<file path="config.mk">
export PLATFORM = sky130hd
export DESIGN_NAME = jtopl_mmr_wr
export DESIGN_NICKNAME = d
export VERILOG_FILES = /design/src/rtl/jtopl_pkg.sv /design/src/rtl/jtopl_mmr_dec.sv /design/src/rtl/jtopl_mmr_wr.sv
export SDC_FILE = /design/constraint.sdc
export NUM_CORES = 1
export LEC_CHECK = 0
export CORE_MARGIN = 10
export CORE_UTILIZATION = 27
export DETAILED_ROUTE_END_ITERATION = 8
export SYNTH_ARGS = -nofsm -noshare
export SYNTH_HDL_FRONTEND = slang
export SYNTH_SLANG_ARGS = --single-unit
</file>
<file path="constraint.sdc">
create_clock -name clk -period 3.7 [get_ports clk]
set_input_delay 1.11 -clock clk [delete_from_list [all_inputs] [get_ports clk]]
set_output_delay 1.11 -clock clk [all_outputs]
set_load 0.03 [all_outputs]
</file>
<file path="src/rtl/jtopl_pkg.sv">
// ============================================================================
// Module      : jtopl_pkg
// Description : Shared constants, FSM states and update kinds for the OPL
//               CPU write front end.
// Revision    : 1.0
// ============================================================================
`default_nettype none

package jtopl_pkg;

    localparam logic [7:0] BASE_MULT   = 8'h20;
    localparam logic [7:0] BASE_KSL_TL = 8'h40;
    localparam logic [7:0] BASE_AR_DR  = 8'h60;
    localparam logic [7:0] BASE_SL_RR  = 8'h80;
    localparam logic [7:0] BASE_WAV    = 8'hE0;
    localparam logic [7:0] BASE_FNUMLO = 8'hA0;
    localparam logic [7:0] BASE_FNUMHI = 8'hB0;
    localparam logic [7:0] BASE_FBCON  = 8'hC0;
    localparam logic [7:0] ADDR_RHY    = 8'hBD;
    localparam logic [7:0] ADDR_WAVE   = 8'h01;

    typedef enum logic [1:0] {
        ST_IDLE  = 2'd0,
        ST_ARM   = 2'd1,
        ST_WAIT0 = 2'd2,
        ST_WAIT1 = 2'd3
    } state_t;

    typedef enum logic [2:0] {
        UP_MULT   = 3'd0,
        UP_KSL_TL = 3'd1,
        UP_AR_DR  = 3'd2,
        UP_SL_RR  = 3'd3,
        UP_WAV    = 3'd4,
        UP_FNUMLO = 3'd5,
        UP_FNUMHI = 3'd6,
        UP_FBCON  = 3'd7
    } kind_t;

    function automatic logic [7:0] kind_onehot(input kind_t k);
        return 8'b1 << k;
    endfunction

endpackage

`default_nettype wire

</file>
<file path="src/rtl/jtopl_mmr_dec.sv">
// ============================================================================
// Module      : jtopl_mmr_dec
// Description : Combinational map from register address to update target.
// Revision    : 1.0
// ============================================================================
`default_nettype none

module jtopl_mmr_dec
    import jtopl_pkg::*;
#(
    parameter int OPL_TYPE = 1
) (
    input  logic [7:0] addr,
    output kind_t      kind,
    output logic [1:0] group,
    output logic [2:0] sub,
    output logic       valid,
    output logic       is_rhy,
    output logic       is_wav
);

    logic [7:0] w_op_base;
    logic [7:0] w_ch_base;
    logic       w_op_ok;
    logic       w_ch_ok;

    always_comb begin
        kind      = UP_MULT;
        group     = 2'd0;
        sub       = 3'd0;
        valid     = 1'b0;
        w_op_base = {addr[7:5], 5'd0};
        w_ch_base = {addr[7:4], 4'd0};
        w_op_ok   = (addr[4:3] <= 2'd2) && (addr[2:0] <= 3'd5);
        w_ch_ok   = (addr[3:0] <= 4'd8);
        is_rhy    = (addr == ADDR_RHY);
        is_wav    = (addr == ADDR_WAVE) && (OPL_TYPE != 1);

        case (w_op_base)
            BASE_MULT:   begin kind = UP_MULT;   valid = w_op_ok; end
            BASE_KSL_TL: begin kind = UP_KSL_TL; valid = w_op_ok; end
            BASE_AR_DR:  begin kind = UP_AR_DR;  valid = w_op_ok; end
            BASE_SL_RR:  begin kind = UP_SL_RR;  valid = w_op_ok; end
            BASE_WAV:    begin kind = UP_WAV;    valid = w_op_ok && (OPL_TYPE != 1); end
            default:     ;
        endcase
        if (valid) begin
            group = addr[4:3];
            sub   = addr[2:0];
        end

        // Channel n maps to group n/3, sub n%3; 3-bit wraparound handles n=8.
        if (w_ch_ok && (w_ch_base == BASE_FNUMLO || w_ch_base == BASE_FNUMHI ||
                        w_ch_base == BASE_FBCON)) begin
            valid = 1'b1;
            kind  = (w_ch_base == BASE_FNUMLO) ? UP_FNUMLO :
                    (w_ch_base == BASE_FNUMHI) ? UP_FNUMHI : UP_FBCON;
            group = (addr[3:0] >= 4'd6) ? 2'd2 : (addr[3:0] >= 4'd3) ? 2'd1 : 2'd0;
            sub   = (addr[3:0] >= 4'd6) ? addr[2:0] - 3'd6 :
                    (addr[3:0] >= 4'd3) ? addr[2:0] - 3'd3 : addr[2:0];
        end
    end

endmodule

`default_nettype wire

</file>
<file path="src/rtl/jtopl_mmr_wr.sv">
// ============================================================================
// Module      : jtopl_mmr_wr
// Description : CPU write front end: turns address/data port writes into
//               register-file update strobes held for a full slot pass.
// Revision    : 1.0
// ============================================================================
`default_nettype none

module jtopl_mmr_wr
    import jtopl_pkg::*;
#(
    parameter int OPL_TYPE = 1
) (
    input  logic       clk,
    input  logic       rst_n,
    input  logic       cen,
    input  logic       cpu_cs_n,
    input  logic       cpu_wr_n,
    input  logic       cpu_addr,
    input  logic [7:0] cpu_din,
    input  logic       zero,
    output logic       write,
    output logic [7:0] dout,
    output logic [1:0] sel_group,
    output logic [2:0] sel_sub,
    output logic       up_mult,
    output logic       up_ksl_tl,
    output logic       up_ar_dr,
    output logic       up_sl_rr,
    output logic       up_wav,
    output logic       up_fnumlo,
    output logic       up_fnumhi,
    output logic       up_fbcon,
    output logic       rhy_en,
    output logic [4:0] rhy_kon,
    output logic       wave_mode,
    output logic       busy,
    output logic       overrun
);

    logic       r_we, r_we_d, r_port;
    logic [7:0] r_din, r_addr_latch;
    state_t     r_state;
    logic [7:0] r_up;

    logic       r_pend_valid;
    kind_t      r_pend_kind;
    logic [1:0] r_pend_grp;
    logic [2:0] r_pend_sub;
    logic [7:0] r_pend_din;

    kind_t      w_kind, w_ld_kind;
    logic [1:0] w_grp, w_ld_grp;
    logic [2:0] w_sub, w_ld_sub;
    logic [7:0] w_ld_din;
    logic       w_valid, w_rhy, w_wav;
    logic       w_event, w_data_ev, w_new, w_done, w_use_pend, w_load, w_fill, w_drop;

    jtopl_mmr_dec #(.OPL_TYPE(OPL_TYPE)) u_dec (
        .addr   (r_addr_latch),
        .kind   (w_kind),
        .group  (w_grp),
        .sub    (w_sub),
        .valid  (w_valid),
        .is_rhy (w_rhy),
        .is_wav (w_wav)
    );

    assign w_event    = r_we & ~r_we_d;
    assign w_data_ev  = w_event & r_port;
    assign w_new      = w_data_ev & w_valid;
    assign w_done     = (r_state == ST_WAIT1) & cen & zero;
    assign w_use_pend = w_done & r_pend_valid;
    assign w_load     = ((r_state == ST_IDLE) & w_new) | (w_done & (r_pend_valid | w_new));
    assign w_fill     = w_new & (r_state != ST_IDLE) & ~w_done & ~r_pend_valid;
    // A full pending slot loses the new event even when it is being drained.
    assign w_drop     = w_new & (r_state != ST_IDLE) & r_pend_valid;

    assign w_ld_kind  = w_use_pend ? r_pend_kind : w_kind;
    assign w_ld_grp   = w_use_pend ? r_pend_grp  : w_grp;
    assign w_ld_sub   = w_use_pend ? r_pend_sub  : w_sub;
    assign w_ld_din   = w_use_pend ? r_pend_din  : r_din;

    assign up_mult    = r_up[UP_MULT];
    assign up_ksl_tl  = r_up[UP_KSL_TL];
    assign up_ar_dr   = r_up[UP_AR_DR];
    assign up_sl_rr   = r_up[UP_SL_RR];
    assign up_wav     = r_up[UP_WAV];
    assign up_fnumlo  = r_up[UP_FNUMLO];
    assign up_fnumhi  = r_up[UP_FNUMHI];
    assign up_fbcon   = r_up[UP_FBCON];

    always_ff @(posedge clk or negedge rst_n) begin
        if (!rst_n) begin
            r_we         <= 1'b0;
            r_we_d       <= 1'b0;
            r_port       <= 1'b0;
            r_din        <= 8'd0;
            r_addr_latch <= 8'd0;
            r_state      <= ST_IDLE;
            r_up         <= 8'd0;
            r_pend_valid <= 1'b0;
            r_pend_kind  <= UP_MULT;
            r_pend_grp   <= 2'd0;
            r_pend_sub   <= 3'd0;
            r_pend_din   <= 8'd0;
            write        <= 1'b0;
            dout         <= 8'd0;
            sel_group    <= 2'd0;
            sel_sub      <= 3'd0;
            rhy_en       <= 1'b0;
            rhy_kon      <= 5'd0;
            wave_mode    <= 1'b0;
            busy         <= 1'b0;
            overrun      <= 1'b0;
        end else begin
            r_we   <= ~cpu_cs_n & ~cpu_wr_n;
            r_we_d <= r_we;
            r_port <= cpu_addr;
            r_din  <= cpu_din;

            if (w_event && !r_port)
                r_addr_latch <= r_din;
            if (w_data_ev && w_rhy) begin
                rhy_en  <= r_din[5];
                rhy_kon <= r_din[4:0];
            end
            if (w_data_ev && w_wav)
                wave_mode <= r_din[5];
            if (w_drop)
                overrun <= 1'b1;

            if (w_fill) begin
                r_pend_valid <= 1'b1;
                r_pend_kind  <= w_kind;
                r_pend_grp   <= w_grp;
                r_pend_sub   <= w_sub;
                r_pend_din   <= r_din;
            end else if (w_use_pend) begin
                r_pend_valid <= 1'b0;
            end

            if (w_load) begin
                r_state   <= ST_ARM;
                write     <= 1'b1;
                busy      <= 1'b1;
                dout      <= w_ld_din;
                sel_group <= w_ld_grp;
                sel_sub   <= w_ld_sub;
                r_up      <= kind_onehot(w_ld_kind);
            end else begin
                case (r_state)
                    ST_ARM: if (cen) begin
                        write   <= 1'b0;
                        r_state <= ST_WAIT0;
                    end
                    ST_WAIT0: if (cen && zero) r_state <= ST_WAIT1;
                    ST_WAIT1: if (w_done) begin
                        r_state <= ST_IDLE;
                        busy    <= 1'b0;
                        r_up    <= 8'd0;
                    end
                    default: r_state <= ST_IDLE;
                endcase
            end
        end
    end

endmodule

`default_nettype wire

</file>
==> results of run 1 <==
## path summary, 6_finish.rpt
path | from | endpoint | slack, ns | cells past startpoint
worst min register to register | r_we | r_we_d | 0.40 | 0
min in group asynchronous | rst_n | sel_group[1] | 0.67 | 1
worst min-delay path | r_we | r_we_d | 0.40 | 0
worst max register to register | r_addr_latch[1] | r_up[1] | 1.07 | 9
worst max-delay path | cen | dout[4] | 0.71 | 7
max in group asynchronous | rst_n | r_pend_sub[0] | 2.34 | 2
## registers in the layout, indices dropped and copies added, names as in the netlist, 3 cells and up
register      flops
dout              8
r_addr_latch      8
r_din             8
r_pend_din        8
r_up              8
rhy_kon           5
r_pend_kind       3
r_pend_sub        3
sel_sub           3
## power by group through the flow
| stage | clock network [mW] | logic [mW] | registers (mW) |
|---|---|---|---|
| after floorplan | 0 | 0.411 | 1.29 |
| after global routing | 0.935 | 1.03 | 1.17 |
| final | 0.876 | 0.937 | 1.13 |
| after detailed placement | 0 | 0.951 | 1.14 |
| after global placement | 0 | 0.932 | 1.14 |
| after CTS | 0.895 | 0.954 | 1.13 |
## routing by layer
layer  routed length (um)  track usage (%)  share of wire (%)  vias up
met5                    0                0                  0        -
met4                   64             2.25               0.90        0
met3                  493             4.43                6.9        5
met2                 3320             14.2                 46       54
met1                 3270             10.4                 46     1174
li1                     -                -                  -     1184
## cell type report
cell class	instances	area [sq um]
well taps	143	179
repair buffers	53	503
clock buffers	11	253
fillers	1180	7330
multi-input cells	220	1340
inverters	12	45.0
flip-flops and latches	68	1700
clock inverters	5	60.1
## metrics by stage
step	area [sq um]	setup slack, ns
6_report	4090	0.711
5_1_grt	4090	0.531
4_1_cts	4090	0.725
3_5_place_dp	3770	0.371
3_3_place_gp	3770	0.473
2_1_floorplan	3160	1.15
## critical path: stages
cell	delay (ns)
sky130_fd_sc_hd__clkdlybuf4s50_1	0.56
sky130_fd_sc_hd__nand2_1	0.12
sky130_fd_sc_hd__nor2_1	0.51
sky130_fd_sc_hd__o221ai_2	0.42
sky130_fd_sc_hd__buf_4	0.31
sky130_fd_sc_hd__nand2_1	0.08
sky130_fd_sc_hd__o21ai_0	0.08
## cell families after synthesis
logic type | after synthesis
and+or+nand+nor | 108
other | 1
AOI/OAI and AO/OA | 84
buffers and inverters | 27
muxes | 17
adders and majority gates | 10
DFF | 68
## synth_stat cells, drive strengths merged, types with 4 or more instances
master / number / area [sq um]
nand2: 71 / 267
nor2: 14 / 52.6
mux2i: 9 / 90.1
buf: 4 / 35.0
ha: 10 / 125
a21o: 7 / 52.6
mux2: 8 / 90.1
dfrtp: 68 / 1700
o21ai: 37 / 208
a21oi: 12 / 60.1
inv: 12 / 45.0
clkbuf: 11 / 41.3
## cell usage in the layout (no fill, tap or decap), types with 7 or more instances in the layout
cell type and count:
sky130_fd_sc_hd__nand2_1 71, sky130_fd_sc_hd__buf_4 9, sky130_fd_sc_hd__a21oi_1 12, sky130_fd_sc_hd__dfrtp_1 68
sky130_fd_sc_hd__mux2_2 8, sky130_fd_sc_hd__clkdlybuf4s50_1 43, sky130_fd_sc_hd__mux2i_1 9, sky130_fd_sc_hd__nor2_1 14
sky130_fd_sc_hd__o21ai_0 29, sky130_fd_sc_hd__clkbuf_16 9, sky130_fd_sc_hd__inv_1 12, sky130_fd_sc_hd__a21o_1 7
sky130_fd_sc_hd__ha_1 10
==> results.md, run 1 <==
### Status
- result of the run: finished clean

### Floorplanning
- vertical extent of the die: 128 um
- Top-Level Pins: 46
- initial cell density of the core: 27.7%
- area of the placeable core: 0.0114 sq mm
- horizontal die dimension: 128 um
- site row count: 39
- Die ar.: 0.0164 sq mm

### Timing
- worst hold slack across all endpoints: 0.396 ns
- max-slew violations: 0
- Worst-Margin Slew: 0.763 ns
- total setup violations reported at the end of the flow: 0
- final worst path period need: 2.99 ns
- relative slew slack: 49.1%
- peak clock frequency supported by timing: 335 MHz
- unrepaired setup endpoints after global routing: false
- worst clock skew: 0.00602 ns
- setup_tns: 0 ns
- number of hold violations in the final report: 0
- Final period util: 80.8%

### Route
- final wirelength: 7150 um
- DRC viols: 0
- wire length per cell: 14.0 um
- initial DRC count: 124
- routed via count: 2417
- count of TritonRoute iterations in the first routing pass: 4
- Detail Route Antenna Nets: 0
- Via density: 4.72

### Power
- combinational share of power: 31.8%
- Switching Share: 34.9%
- portion of total power attributed to the clock network: 29.8%
- register share of total power: 38.4%
- final total power: 2.94 mW
- leakage power: 1.90 nW
- cell-internal power: 1.92 mW
- sw power: 1.03 mW
- maximum VDD drop: 0.000299 V
- pwr/cell area: 720 mW/mm^2

### CTS
- setup repair bufs after CTS: 0
- Clk pin slew, worst setup/hold paths: 0.06 ns
- clock sink total: 68
- H-tree levels: 3
- CTS Buffer Depth: 2
- CTS resizes: 0
- hold buffer count at CTS: 0
- clock latency on the worst-skew pair: 0.33 ns
- TritonCTS clock tree: done
- total CTS buffers: 9
- cell at the root of the clock tree: sky130_fd_sc_hd__clkbuf_16

### Worst setup path
- Worst setup SP type: input pin
- critical path data required time: 3.91 ns
- capturing element type of the critical path: register
- crit-path max FO: 16
- critical path type: in -> reg
- Arrival @ worst endpoint: 3.20 ns

### Synth
- Post-Synth Simple-Gate Area: 15.3%
- dominant synthesized flop cell: sky130_fd_sc_hd__dfrtp_1
- synthesized netlist net count: 340
- fraction of synthesis flops using an asynchronous set or reset pin: 100%
- average size of a mapped cell: 10.0 sq um
- Cells after Synth: 315
- Compound-Gate Fraction of Synth Area: 17.2%
- number of synthesized register bits: 68
- largest family of logic cells by synthesized area: compound AO/OA/AOI/OAI gates
- cell area after synthesis: 0.00316 sq mm
- distinct cell type count of the synthesized netlist: 49
- share of cell area taken by muxes after synthesis: 5.70%
- adder-cell area share of the yosys netlist: 3.96%
- portion of the post-synthesis area used by sequential elements: 53.8%
- count of warnings emitted by yosys: 0
- number of enable-type register cells in the synthesized netlist: 0
- area share of xor/xnor cells in the synthesized design: 0%

### Job
- max-cap check violation count: 0

### Global route
- aggregate global routing overflow: 0
- number of global-route vias before repair: 2369
- wire length of the first global-routing pass: 11800 um
- maximum number of pins on one net before global-route repair: 30
- overall routing resource usage: 8.91%
- antenna violations before repair: 0

### Placement
- count of buffers from port buffering: 44
- detailed placer's ending HPWL: 5380 um
- RD Place Congestion: 0.793
- instance count after placement with tap cells included: 496

### Cells and area
- Area Overhead vs Synth: 29.3%
- antenna cell count: 0
- share of cells above drive strength 1: 12.5%
- Core Util, Final: 35.8%
- count of placed standard cells in the final layout, fillers left out: 512
- Final #Nets: 389

### Worst hold path
- class of the worst hold path: reg -> reg

No activity file was read; power rests on OpenSTA's default activity.
==> run 2: changes to the inputs <==
==> constraint.sdc (replaced) <==
create_clock -name clk -period 2.86 [get_ports clk]
set_input_delay 0.858 -clock clk [delete_from_list [all_inputs] [get_ports clk]]
set_output_delay 0.858 -clock clk [all_outputs]
set_load 0.03 [all_outputs]
==> run 2 against run 1 <==
Effect of this change: critical path depth rose by 2; setup slack got worse by 0.45 ns; clock power rose by 15%; combinational power rose by 32%; via count rose by 0.95%; critical path type is now reg -> reg; highest routed layer unchanged.
==> results.md, run 2 (synthesized netlist as in run 1, its figures left out) <==
### Status
- result of the run: finished clean

### Worst setup path
- cell chain of the critical path: inv_1, ha_1, a21o_1, a222oi_1, buf_4, o21ai_2, or4_4, nand2_1, o21ai_2
- critical path type: reg -> reg
- crit-path max FO: 22
- highest-delay cell along the critical path: sky130_fd_sc_hd__or4_4
- critical path data required time: 3.06 ns
- Worst setup SP type: register
- capturing element type of the critical path: register
- delay contributed by the slowest stage of the critical path: 0.60 ns
- Crit path top cell by count: sky130_fd_sc_hd__o21ai_2
- Arrival @ worst endpoint: 2.79 ns

### Cells and area
- Area Overhead vs Synth: 29.8%
- Core Util, Final: 35.9%
- cell area after layout: 0.00410 sq mm
- commonest cells after routing, fill and taps aside: sky130_fd_sc_hd__nand2_1, sky130_fd_sc_hd__dfrtp_1, sky130_fd_sc_hd__clkdlybuf4s50_1
- antenna cell count: 0
- share of cells above drive strength 1: 13.4%
- Final #Nets: 393
- most frequent standard cell in the layout excluding fill and tap cells: sky130_fd_sc_hd__nand2_1

### CTS
- total CTS buffers: 9
- clock latency on the worst-skew pair: 0.33 ns
- hold buffer count at CTS: 0
- TritonCTS clock tree: done
- setup repair bufs after CTS: 0
- H-tree levels: 3
- cell at the root of the clock tree: sky130_fd_sc_hd__clkbuf_16
- Clk pin slew, worst setup/hold paths: 0.06 ns
- CTS Buffer Depth: 2
- CTS resizes: 0
- clock sink total: 68

### Timing
- unrepaired setup endpoints after global routing: false
- max-slew violations: 0
- final worst path period need: 2.59 ns
- setup_tns: 0 ns
- Worst-Margin Slew: 0.582 ns
- total setup violations reported at the end of the flow: 0
- number of hold violations in the final report: 0
- relative slew slack: 60.9%
- Final period util: 90.7%
- peak clock frequency supported by timing: 385 MHz
- worst clock skew: 0.00918 ns
- Worst Slack Setup Final: 0.266 ns

### Power
- combinational share of power: 33.6%
- final total power: 3.70 mW
- maximum VDD drop: 0.000428 V
- leakage power: 1.91 nW
- portion of total power attributed to the clock network: 27.2%
- Switching Share: 36.4%
- register share of total power: 39.2%
- cell-internal power: 2.36 mW
- pwr/cell area: 903 mW/mm^2
- sw power: 1.35 mW

### Job
- max-cap check violation count: 0

### Route
- Via density: 4.73
- count of TritonRoute iterations in the first routing pass: 4
- Detail Route Antenna Nets: 0
- wire length per cell: 14.2 um
- DRC viols: 0
- initial DRC count: 98
- routed via count: 2440
- final wirelength: 7350 um

### Placement
- detailed placer's ending HPWL: 5440 um
- cell area reported after detailed placement: 0.00381 sq mm
- RD Place Congestion: 0.802
- count of buffers from port buffering: 44
- setup slack after placement: 0.0484 ns

### Floorplanning
- Top-Level Pins: 46
- horizontal die dimension: 128 um
- Die ar.: 0.0164 sq mm
- site row count: 39
- area of the placeable core: 0.0114 sq mm
- vertical extent of the die: 128 um
- initial cell density of the core: 27.7%

### Global route
- number of global-route vias before repair: 2481
- met3 track demand over resource in global routing: 4.51%
- met1 Track Usage GR: 11.1%
- aggregate global routing overflow: 0
- antenna violations before repair: 0
- maximum number of pins on one net before global-route repair: 37
- Most Used Layer, Global Route: met2
- met2 Use GR: 14.1%
- wire length of the first global-routing pass: 12300 um
- overall routing resource usage: 9.25%

### Worst hold path
- class of the worst hold path: reg -> reg

[run 2: critical path, delay by kind of cell (launching register included)]
kind                     cells  cell delay, ns
AO/OA/AOI/OAI                4            0.62
buffers and inverters        2            0.39
flip-flops                   1            0.49
AND/OR/NAND/NOR              2            0.73
adder cells (fa/ha/maj)      1            0.22
[run 2: area by class of cell]
| class | count | area, sq um |
|---|---|---|
| clock buffers | 9 | 225 |
| clock inverters | 7 | 51.3 |
| fillers | 1172 | 7310 |
| inverters | 12 | 45.0 |
| multi-input cells | 220 | 1350 |
| flip-flops and latches | 68 | 1700 |
| well taps | 143 | 179 |
| repair buffers | 57 | 549 |
[run 2: path summary, 6_finish.rpt]
| path | from | endpoint | slack [ns] | cells after the start |
|---|---|---|---|---|
| max | r_addr_latch[1] | r_pend_kind[1] | 0.27 | 9 |
| min | r_we | r_we_d | 0.40 | 0 |
| max reg2reg | r_addr_latch[1] | r_pend_kind[1] | 0.27 | 9 |
| min reg2reg | r_we | r_we_d | 0.40 | 0 |
| max in group asynchronous | rst_n | r_pend_sub[1] | 1.81 | 2 |
| min in group asynchronous | rst_n | r_up[7] | 0.46 | 1 |
[run 2: per-stage QoR]
| step | hold WS (ns) | std cells |
|---|---|---|
| after floorplan | 0.359 | 315 |
| after global placement | 0.377 | 500 |
| after detailed placement | 0.388 | 500 |
| after CTS | 0.402 | 516 |
| after global routing | 0.428 | 516 |
| final | 0.401 | 516 |
[run 2: layer usage]
metal | vias up | wire length, um
li1 | 1200 | -
met1 | 1175 | 3450
met2 | 57 | 3310
met3 | 8 | 482
met4 | 0 | 99
met5 | - | 0
[run 2: power by group through the flow]
| stage | clock, mW | sequential (mW) | combinational (mW) |
|---|---|---|---|
| after floorplan | 0 | 1.68 | 0.532 |
| after global placement | 0 | 1.46 | 1.23 |
| after detailed placement | 0 | 1.47 | 1.26 |
| after CTS | 1.04 | 1.45 | 1.26 |
| after global routing | 1.09 | 1.50 | 1.37 |
| final | 1.01 | 1.45 | 1.24 |
==> run 3: changes to the inputs <==
--- a/config.mk
+++ b/config.mk
@@ -8,6 +8,7 @@
 export CORE_MARGIN = 10
 export CORE_UTILIZATION = 27
 export DETAILED_ROUTE_END_ITERATION = 8
+export PLACE_DENSITY = 0.55
 export SYNTH_ARGS = -nofsm -noshare
 export SYNTH_HDL_FRONTEND = slang
 export SYNTH_SLANG_ARGS = --single-unit
==> run 3 against run 2 <==
Effect of this change: non-clock buffer count unchanged; fmax increased by 0.30%; die area unchanged; setup slack improved by 0.0079 ns; sequential share of layout area decreased by 0.62 points; final cell count unchanged; clock power increased by 25%; wire length decreased by 2.2%; worst hold slack got worse by 0.0063 ns; critical path depth unchanged; clock-buffer cell count increased by 1; critical path type unchanged; largest cell class unchanged; largest power group unchanged.
==> results.md, run 3 (synthesized netlist as in run 1, its figures left out) <==
### Floorplanning
- initial cell density of the core: 27.7%
- Top-Level Pins: 46
- site row count: 39
- horizontal die dimension: 128 um
- vertical extent of the die: 128 um
- Die ar.: 0.0164 sq mm
- area of the placeable core: 0.0114 sq mm

### Worst hold path
- origin of the worst min-delay path: r_we
- class of the worst hold path: reg -> reg
- cell count of the worst hold path: 0
- Hold Path End: r_we_d

### Cells and area
- antenna cell count: 0
- sequential cell area in the final layout: 0.00170 sq mm
- count of placed standard cells in the final layout, fillers left out: 516
- multi-input combinational cell area: 0.00136 sq mm
- most frequent standard cell in the layout excluding fill and tap cells: sky130_fd_sc_hd__nand2_1
- commonest cells after routing, fill and taps aside: sky130_fd_sc_hd__nand2_1, sky130_fd_sc_hd__dfrtp_1, sky130_fd_sc_hd__clkdlybuf4s50_1
- cell area after layout: 0.00417 sq mm
- number of fill cells in the layout: 1169
- Final #Nets: 393
- share of cells above drive strength 1: 13.4%
- Area Overhead vs Synth: 31.8%

### CTS
- total CTS buffers: 9
- CTS Buffer Depth: 2
- cell at the root of the clock tree: sky130_fd_sc_hd__clkbuf_16
- hold buffer count at CTS: 0
- clock latency on the worst-skew pair: 0.33 ns
- H-tree levels: 3
- Clk pin slew, worst setup/hold paths: 0.06 ns
- clock sink total: 68
- TritonCTS clock tree: done

### Power
- pwr/cell area: 951 mW/mm^2
- portion of total power attributed to the clock network: 31.7%
- sw power: 1.34 mW
- register share of total power: 36.8%
- combinational share of power: 31.5%
- final total power: 3.96 mW
- leakage power: 1.94 nW
- maximum VDD drop: 0.000443 V
- cell-internal power: 2.62 mW
- Switching Share: 33.8%

### Placement
- RD Place Congestion: 0.779
- cell area reported after detailed placement: 0.00381 sq mm
- count of buffers from port buffering: 44
- setup slack after placement: 0.0961 ns
- detailed placer's ending HPWL: 5240 um
- instance count after placement with tap cells included: 500

### Worst setup path
- reg2reg end: r_pend_kind[1]
- worst setup path startpoint: r_addr_latch[1]
- capturing element type of the critical path: register
- cell chain of the critical path: inv_1, ha_1, a21o_1, a222oi_1, buf_4, o21ai_2, or4_4, nand2_1, o21ai_2
- Crit path top cell by count: sky130_fd_sc_hd__o21ai_2
- crit-path max FO: 22
- Worst setup SP type: register
- worst reg2reg path depth: 9
- critical path type: reg -> reg
- delay contributed by the slowest stage of the critical path: 0.60 ns
- highest-delay cell along the critical path: sky130_fd_sc_hd__or4_4
- start of the worst register-to-register path: r_addr_latch[1]
- Arrival @ worst endpoint: 2.79 ns
- critical path data required time: 3.06 ns
- minimum setup slack among reg-to-reg paths: 0.27 ns

### Route
- final wirelength: 7190 um
- Detail Route Antenna Nets: 0
- initial DRC count: 146
- routed via count: 2411
- wire length per cell: 13.9 um
- Via density: 4.67
- DRC viols: 0
- count of TritonRoute iterations in the first routing pass: 4

### Timing
- worst clock skew: 0.00764 ns
- max-slew violations: 0
- setup_tns: 0 ns
- Final period util: 90.4%
- Worst Slack Setup Final: 0.274 ns
- Worst-Margin Slew: 0.642 ns
- total setup violations reported at the end of the flow: 0
- unrepaired setup endpoints after global routing: false
- relative slew slack: 56.9%
- final worst path period need: 2.59 ns
- peak clock frequency supported by timing: 387 MHz
- number of hold violations in the final report: 0

### Global route
- aggregate global routing overflow: 0
- maximum number of pins on one net before global-route repair: 69
- wire length of the first global-routing pass: 12000 um
- overall routing resource usage: 8.90%
- number of global-route vias before repair: 2402
- antenna violations before repair: 0

### Status
- result of the run: finished clean

### Job
- max-cap check violation count: 0

==> run 3: power by group through the flow <==
stage               logic, mW  registers (mW)  clock network (mW)
floorplan               0.532            1.68                   0
global route             1.37            1.50                1.33
detailed placement       1.26            1.47                   0
finish                   1.25            1.46                1.26
global placement         1.23            1.47                   0
CTS                      1.26            1.46                1.29
==> run 3: how the worst max path moves through the flow <==
stage,endpoint,slack (ns),cells after the start
after global routing,r_pend_grp[1],0.06,9
after detailed placement,r_pend_sub[1],0.1,5
after floorplan,r_pend_kind[1],0.31,9
final,r_pend_kind[1],0.27,9
after global placement,r_pend_sub[1],0.15,5
after CTS,r_pend_sub[1],0.08,9
==> run 3: repair_timing <==
item,CTS,global route
buffers inserted,0,0
resized for setup,0,2
endpoints found under the setup margin,0,10
==> run 3: final cells by class <==
class	count	share of cell area (%)
Sequential cell	68	40.8
Timing Repair Buffer	57	13.1
Tap cell	143	4.29
Multi-Input combinational cell	220	32.5
Clock inverter	6	2.67
Inverter	12	1.08
Clock buffer	10	5.50
==> run 3: critical path: cells and delay by family, from the launching register on <==
kind	cells	cell delay, ns
and+or+nand+nor	2	0.75
adders and majority gates	1	0.23
DFF	1	0.50
buffers and inverters	2	0.39
AOI/OAI and AO/OA	4	0.58
==> run 3: layer usage <==
metal | part of all wire (%) | track usage [%]
met1 | 47 | 11.4
met2 | 45 | 13.4
met3 | 6.0 | 3.14
met4 | 1.4 | 3.38
met5 | 0 | 0
==> run 3: metrics by stage <==
stage               hold WS (ns)  utilization, %
floorplan                  0.359               -
global placement           0.372            33.4
detailed placement         0.385            33.4
CTS                        0.398            36.4
global route               0.408            36.5
finish                     0.395            36.5
